===== src/rtl/regfile_wb_arbiter_pkg.sv =====
`default_nettype none
// ============================================================================
//  Package   : regfile_pkg
//  Purpose   : Shared sizes, types and the write-back source encoding used by
//              the register-file write-back arbiter.
//  Revision  : 1.0 - initial release
// ============================================================================
package regfile_pkg;

    localparam int NUM_REGS = 16;
    localparam int SEL_W    = 4;
    localparam int DATA_W   = 8;

    typedef logic [SEL_W-1:0]  reg_sel_t;
    typedef logic [DATA_W-1:0] reg_data_t;

    // Write-back sources; also the encoding of the last-grant state.
    typedef enum logic {
        WB_ALU = 1'b0,
        WB_MEM = 1'b1
    } wb_src_e;

    // Request / grant bit positions inside the 2-bit vectors.
    localparam int REQ_ALU = 0;
    localparam int REQ_MEM = 1;

endpackage : regfile_pkg
`default_nettype wire


===== src/rtl/rr_arbiter2.sv =====
`default_nettype none
// ============================================================================
//  Module    : rr_arbiter2
//  Purpose   : Two-way round-robin arbiter. A lone request is granted
//              outright; when both request, the source that did not win last
//              time is granted. Purely combinational, one-hot (or zero) grant.
//  Revision  : 1.0 - initial release
// ============================================================================
module rr_arbiter2
    import regfile_pkg::*;
(
    input  logic       [1:0] req,
    input  wb_src_e          last,
    output logic       [1:0] grant
);

    logic w_contested;

    assign w_contested = req[REQ_ALU] & req[REQ_MEM];

    // Grant selection: contested requests go to the source not granted last.
    always_comb begin
        grant = 2'b00;
        if (w_contested) begin
            if (last == WB_MEM) begin
                grant[REQ_ALU] = 1'b1;
            end else begin
                grant[REQ_MEM] = 1'b1;
            end
        end else begin
            grant = req;
        end
    end

endmodule : rr_arbiter2
`default_nettype wire


===== src/rtl/regfile_wb_arbiter.sv =====
`default_nettype none
// ============================================================================
//  Module    : regfile_wb_arbiter
//  Purpose   : Shares the single register-file write port between the ALU
//              result path and the memory-load path. Round-robin grant with a
//              valid/ready handshake, registered write drive (one cycle after
//              grant) and a busy scoreboard of registers with an in-flight
//              producer for decode hazard stalls.
//  Revision  : 1.0 - initial release
// ============================================================================
module regfile_wb_arbiter
    import regfile_pkg::*;
(
    input  logic                clk,
    input  logic                rst,

    input  logic                alu_valid,
    output logic                alu_ready,
    input  logic [SEL_W-1:0]    alu_sel,
    input  logic [DATA_W-1:0]   alu_data,

    input  logic                mem_valid,
    output logic                mem_ready,
    input  logic [SEL_W-1:0]    mem_sel,
    input  logic [DATA_W-1:0]   mem_data,

    input  logic                claim_valid,
    input  logic [SEL_W-1:0]    claim_sel,

    output logic [NUM_REGS-1:0] busy,

    output logic                rf_we,
    output logic [SEL_W-1:0]    rf_sel_in,
    output logic [DATA_W-1:0]   rf_in
);

    wb_src_e             r_last;
    logic [1:0]          w_req;
    logic [1:0]          w_grant;
    logic                w_any_grant;
    reg_sel_t            w_grant_sel;
    reg_data_t           w_grant_data;
    logic [NUM_REGS-1:0] w_busy_set;
    logic [NUM_REGS-1:0] w_busy_clr;
    logic [NUM_REGS-1:0] w_busy_next;

    // Requests are masked during reset so no handshake can complete then.
    assign w_req[REQ_ALU] = alu_valid & ~rst;
    assign w_req[REQ_MEM] = mem_valid & ~rst;

    rr_arbiter2 u_rr_arbiter2 (
        .req   (w_req),
        .last  (r_last),
        .grant (w_grant)
    );

    assign alu_ready   = w_grant[REQ_ALU];
    assign mem_ready   = w_grant[REQ_MEM];
    assign w_any_grant = |w_grant;

    // Mux the winning source's destination and data onto the write path.
    always_comb begin
        w_grant_sel  = mem_sel;
        w_grant_data = mem_data;
        if (w_grant[REQ_ALU]) begin
            w_grant_sel  = alu_sel;
            w_grant_data = alu_data;
        end
    end

    // Scoreboard next state: a claim overrides a same-cycle clear of the same bit.
    always_comb begin
        w_busy_set = '0;
        w_busy_clr = '0;
        if (claim_valid) begin
            w_busy_set[claim_sel] = 1'b1;
        end
        if (w_any_grant) begin
            w_busy_clr[w_grant_sel] = 1'b1;
        end
        w_busy_next = (busy & ~w_busy_clr) | w_busy_set;
    end

    // Registered write drive, last-grant state and scoreboard.
    always_ff @(posedge clk) begin
        if (rst) begin
            rf_we     <= 1'b0;
            rf_sel_in <= '0;
            rf_in     <= '0;
            r_last    <= WB_MEM;
            busy      <= '0;
        end else begin
            rf_we <= w_any_grant;
            busy  <= w_busy_next;
            if (w_any_grant) begin
                rf_sel_in <= w_grant_sel;
                rf_in     <= w_grant_data;
                r_last    <= w_grant[REQ_ALU] ? WB_ALU : WB_MEM;
            end
        end
    end

endmodule : regfile_wb_arbiter
`default_nettype wire

===== config.mk =====
export PLATFORM = sky130hd
export DESIGN_NAME = regfile_wb_arbiter
export DESIGN_NICKNAME = d
export VERILOG_FILES = /design/src/rtl/regfile_wb_arbiter_pkg.sv /design/src/rtl/rr_arbiter2.sv /design/src/rtl/regfile_wb_arbiter.sv
export SDC_FILE = /design/constraint.sdc
export NUM_CORES = 1
export LEC_CHECK = 0
export CORE_ASPECT_RATIO = 0.8
export CORE_MARGIN = 3
export CORE_UTILIZATION = 31
export DETAILED_ROUTE_END_ITERATION = 8
export PLACE_DENSITY = 0.73
export REMOVE_ABC_BUFFERS = 1
export SYNTH_ARGS = -nofsm -noshare
export SYNTH_HDL_FRONTEND = slang
export SYNTH_HIERARCHICAL = 1
export SYNTH_SLANG_ARGS = --single-unit
export TNS_END_PERCENT = 100

===== constraint.sdc =====
create_clock -name clk -period 2.4 [get_ports clk]
set_input_delay 0.48 -clock clk [delete_from_list [all_inputs] [get_ports clk]]
set_output_delay 0.48 -clock clk [all_outputs]
set_load 0.1 [all_outputs]

-- Word level (Yosys, flattened, before mapping)
Cells that the tools add are included.
- logic and storage cells: 31
- flip-flop bits (word level): 30
- bits in writable memories: 0
- bits in latches: 0
- memories: 0
- memory bits (read-only): 0
- shifts and indexed selects: 0
- equal/unequal tests: 0
- add/sub/neg operators: 0
- $lt $le $gt $ge: 4
- muxes and demuxes: 12
- reduce and logical (&&, ||, !) cells: 3
- multiply operators: 0
- bitwise logic cells: 7
- div/mod/pow operators: 0
- operator list (operator ; count):
    $mux W16 ; 2
    $and A16 B16 Y16 ; 1
    $not A16 Y16 ; 1
    $or A16 B16 Y16 ; 1
    $lt A4 B5 Y1 const B ; 2
    $demux W1 S4 ; 2
    $ge A4 B1 Y1 const B ; 2
    $mux W8 ; 1
    $mux W1 ; 5
    $mux W4 ; 1
    $and A1 B1 Y1 ; 3
    $logic_and A1 B1 Y1 ; 2
    $mux W2 ; 1
    $reduce_or A2 Y1 ; 1
    $not A1 Y1 ; 1

-- Depth between registers and ports, before layout
- depth after elaboration: 13
- mapped depth: 8
- gate-level depth less buffers: 5

-- By module
The synthesis kept the hierarchy.
- modules (own cells, without submodules) (module ; times used ; area each (sq um) ; cells each):
    regfile_wb_arbiter ; 1 ; 1562.7 ; 150
    rr_arbiter2 ; 1 ; 18.8 ; 3

-- Least setup slack after synthesis
No wires, ideal clock.
- path kind: in2reg
- start: in rst
- end: reg rf_in[0]
- data required time: 2.272 ns
- cell stages on the path: 8
- path buffers: 3
- arrival time: 4.279 ns
- path slack: -2.006 ns
- cell sequence: buf_2 nor2b_1 a21boi_0 buf_2 buf_2 mux2_2 mux2i_1 nor2_1
- cells in the longest elaborated chain, start to end: 5
- elaborated cells on any way between the ends: 7
- classes of those cells: mux: 2; bitwise: 4; reduce/logical: 1
- ends and longest elaborated chain (what ; RTL line ; text):
    start, declared ; regfile_wb_arbiter.sv:15 ; input logic rst,
    $not A1 Y1 * ; regfile_wb_arbiter.sv:49 ; assign w_req[REQ_MEM] = mem_valid & ~rst;
    $and A1 B1 Y1 * ; regfile_wb_arbiter.sv:49 ;
    named net w_req[1] ; regfile_wb_arbiter.sv:38 ; logic [1:0] w_req;
    $and A1 B1 Y1 ; rr_arbiter2.sv:19 ; assign w_contested = req[REQ_ALU] & req[REQ_MEM];
    $mux W2 * ; rr_arbiter2.sv:24 ; if (w_contested) begin
    named net mem_ready ; regfile_wb_arbiter.sv:23 ; output logic mem_ready,
    $reduce_or A2 Y1 * ; regfile_wb_arbiter.sv:59 ; assign w_any_grant = |w_grant;
    end signal, assigned ; regfile_wb_arbiter.sv:97 ; rf_in <= w_grant_data;
    end, declared ; regfile_wb_arbiter.sv:34 ; output logic [DATA_W-1:0] rf_in
The timed path passes the listed nets; every way through them passes the cells marked *.
A chain may end at the register's enable or synchronous reset.

-- Worst setup path in the final report
- start: in mem_valid
- end: out mem_ready
- cells in the longest elaborated chain, start to end: 3
- ends and longest elaborated chain (what ; RTL line ; text):
    start, declared ; regfile_wb_arbiter.sv:22 ; input logic mem_valid,
    $and A1 B1 Y1 * ; regfile_wb_arbiter.sv:49 ;
    named net w_req[1] ; regfile_wb_arbiter.sv:38 ;
    $and A1 B1 Y1 ; rr_arbiter2.sv:19 ;
    $mux W2 * ; rr_arbiter2.sv:24 ;
    end, declared ; regfile_wb_arbiter.sv:23 ;
Marks and branches as above.

==> impl_metrics.yaml <==
floorplanning:
  core_um2: 4760
  start_util_pct: 33.2
  io_pins: 64
  die_y_um: 69.9
  die_w_um: 85.9
  rows: 22
  dieArea_um2: 6000
critical_path:
  rr_endpoint: "busy[7]$_SDFF_PP0_"
  reg2reg_from: "r_last$_SDFFE_PP1P_"
  max_stage_delay_ns: 0.46
  required_ns: 1.92
  cpMaxStageDelayCell: "clkdlybuf4s50_1"
  cp_cell_sequence: "clkdlybuf4s50_1 -> nor2b_2 -> a21boi_4 -> buf_4 -> buf_12"
  critPathCapture: "mem_ready"
  rr_worst_depth: 6
  crit_path_start_kind: "primary input"
  worstPathMaxFanout: 8
  arrival_ns: 1.83
  crit_start: "mem_valid"
  r2r_slack_ns: 0.60
  cp-end-kind: "output pin"
  crit_type: "primary input to output pin"
min_path:
  hp-class: "flip-flop to flip-flop"
placed_design:
  gp_congestion: 0.836
  preCtsSetupSlack_ns: -0.204
  place_hpwl_um: 3420
  port_buffers: 63
  post_dp_cell_area_um2: 2310
clocking:
  clockRootBuffer: "clkbuf_8"
  htreeDepth: 2
  clk_pin_slew_ns: 0.06
  cts_buffer_depth: 2
  clk_latency_ns: 0.28
  tritoncts: "done"
  cts_buffers: 5
  hold_buffers: 0
  cts_sinks: 30
timing:
  period_needed_ns: 2.31
  maxSlewHeadroom_pct: 61.7
  whs_ns: 0.482
  drv_slew: 0
  hold_violations: 0
  tns_ns: 0
  finalSetupViolCount: 0
  rsz0062_at_grt: "false"
  worst_slack_ns: 0.0907
  tightest_slew_ns: 0.574
  period_share_pct: 96.2
  timing.fmax_mhz: 433
  skew_ns: 0.00412
power_and_ir_drop:
  powerDensity_nw_per_um2: 569
  p_leak_nw: 1.01
  vdd_drop_max_mv: 0.304
cells_and_area:
  postLayoutCoreUtil_pct: 51.1
  nFillCells: 476
  layout_commonest_cell: "buf_4"
  drive_above_1_share_pct: 34.9
  mostFrequentLayoutCells: "buf_4, clkdlybuf4s50_1, dfxtp_1, nor2_1"
  areaGrowthSynthToFinish_pct: 53.8
  finalNetCount: 267
  stdcell_area_um2: 2430
  diodes: 0
yosys:
  synth_edf_count: 0
  synth_seq_cells: 30
  yosysWarnings: 6
  yosys.cell_types.count: 38
  synth_area_um2: 1580
  synth-adder-area-share_pct: 0
  synthFlopType: "dfxtp_1"
  syn_area_per_cell_um2: 10.3
  synth_compound_area_share_pct: 18.8
  synth_xor_area_share_pct: 0
  syn_inst: 153
  synthSimpleGateAreaFrac_pct: 22.3
  synth-seq-area-share_pct: 38.0
  synth_mux_area_share_pct: 16.1
  synth_top_family_by_area: "simple AND/OR/NAND/NOR gates"
  async_flop_share_pct: 0
route:
  drt_iter0_markers: 64
  drt-wirelength-per-cell_um: 15.2
  vias: 1532
  drcViolationCount: 0
  wirelength_um: 4490
  firstDrtPassIters: 4
  viasPerCell: 5.19
  final_antenna_net_count: 0
flow_run:
  cap_viol_max_count: 0
grt:
  track_usage_pct: 15.7
  antenna_found_initial: 0
  overflow: 0
  grt_pass1_wl_um: 7530
  grt_pass1_vias: 1517
  grt_max_degree: 17
run_status:
  status: "complete, no violations"
[how the worst min path moves through the flow]
stage | from | end | slack, ns | depth (start not counted)
after floorplan | r_last$_SDFFE_PP1P_ | r_last$_SDFFE_PP1P_ | 0.49 | 2
after global placement | busy[13]$_SDFF_PP0_ | busy[13]$_SDFF_PP0_ | 0.47 | 2
after detailed placement | busy[15]$_SDFF_PP0_ | busy[15]$_SDFF_PP0_ | 0.48 | 2
after CTS | busy[13]$_SDFF_PP0_ | busy[13]$_SDFF_PP0_ | 0.49 | 2
after global routing | busy[9]$_SDFF_PP0_ | busy[9]$_SDFF_PP0_ | 0.52 | 1
final | busy[13]$_SDFF_PP0_ | busy[13]$_SDFF_PP0_ | 0.48 | 2
[cell usage after synthesis (all sizes together) (2+ instances only)]
cell     number  area, um2
nand2b        2       12.5
inv           4       15.0
clkbuf        2       17.5
a21boi        2       15.0
o22ai         4       25.0
and4bb        2       25.0
a2bb2o        2       21.3
dfxtp        30        601
a22o          3       26.3
o21ai         3       15.0
nor2b         3       18.8
mux2         12        135
nand2         3       11.3
nand4b        2       17.5
a32o         12        120
a22oi         3       22.5
nand3b        5       50.1
buf           6       42.5
nor3          3       15.0
mux2i        12        120
o2bb2ai       4       35.0
or3b          2       20.0
nand3         3       15.0
nor2         16       60.1
nor3b         6       60.1
and3b         3       27.5
[layout make-up]
class | count | area (um2) | area share (%)
clock buffers | 7 | 86.3 | 3.55
clock inverters | 1 | 5.00 | 0.206
inverters | 4 | 15.0 | 0.617
multi-input cells | 111 | 931 | 38.3
flip-flops and latches | 30 | 601 | 24.7
well taps | 60 | 75.1 | 3.09
repair buffers | 82 | 719 | 29.6
[what timing repair did]
action,in CTS,in global routing
setup endpoints to repair,2,0
setup buffers,3,0
gates resized for setup,3,0
[registers in the layout, summed over array words and instances, names as in the netlist]
signal     cells
busy          16
rf_in          8
rf_sel_in      4
r_last         1
rf_we          1
[critical path: cells and delay by family]
kind            cells  cell delay [ns]
simple gates        1             0.21
compound gates      1             0.30
buf+inv             3             0.84
[power breakdown]
group / internal, mW / switching (mW) / total, mW / leakage (nW)
Sequential: 0.521 / 0.0128 / 0.534 / 0.245
Combinational: 0.156 / 0.271 / 0.427 / 0.716
Clock: 0.231 / 0.193 / 0.424 / 0.0482
Total: 0.908 / 0.477 / 1.39 / 1.01
[through the flow]
stage	power (mW)	std cells
global placement	0.963	284
finish	1.39	295
floorplan	0.816	145
detailed placement	0.966	284
CTS	1.40	295
global route	1.45	295
[cells by family after synthesis]
group | count (synthesis)
AOI/OAI and AO/OA | 35
buffers and inverters | 12
DFF | 30
muxes | 24
and+or+nand+nor | 52
[metal layers]
layer	part of all wire (%)	global-route usage [%]	routed length [um]	vias to the layer above
li1	-	-	-	755
met1	48	21.4	2150	719
met2	45	23.6	2010	53
met3	6.6	5.66	295	5
met4	0.65	3.34	29	0
met5	0	0	0	-
No activity file was read; power rests on OpenSTA's default activity.
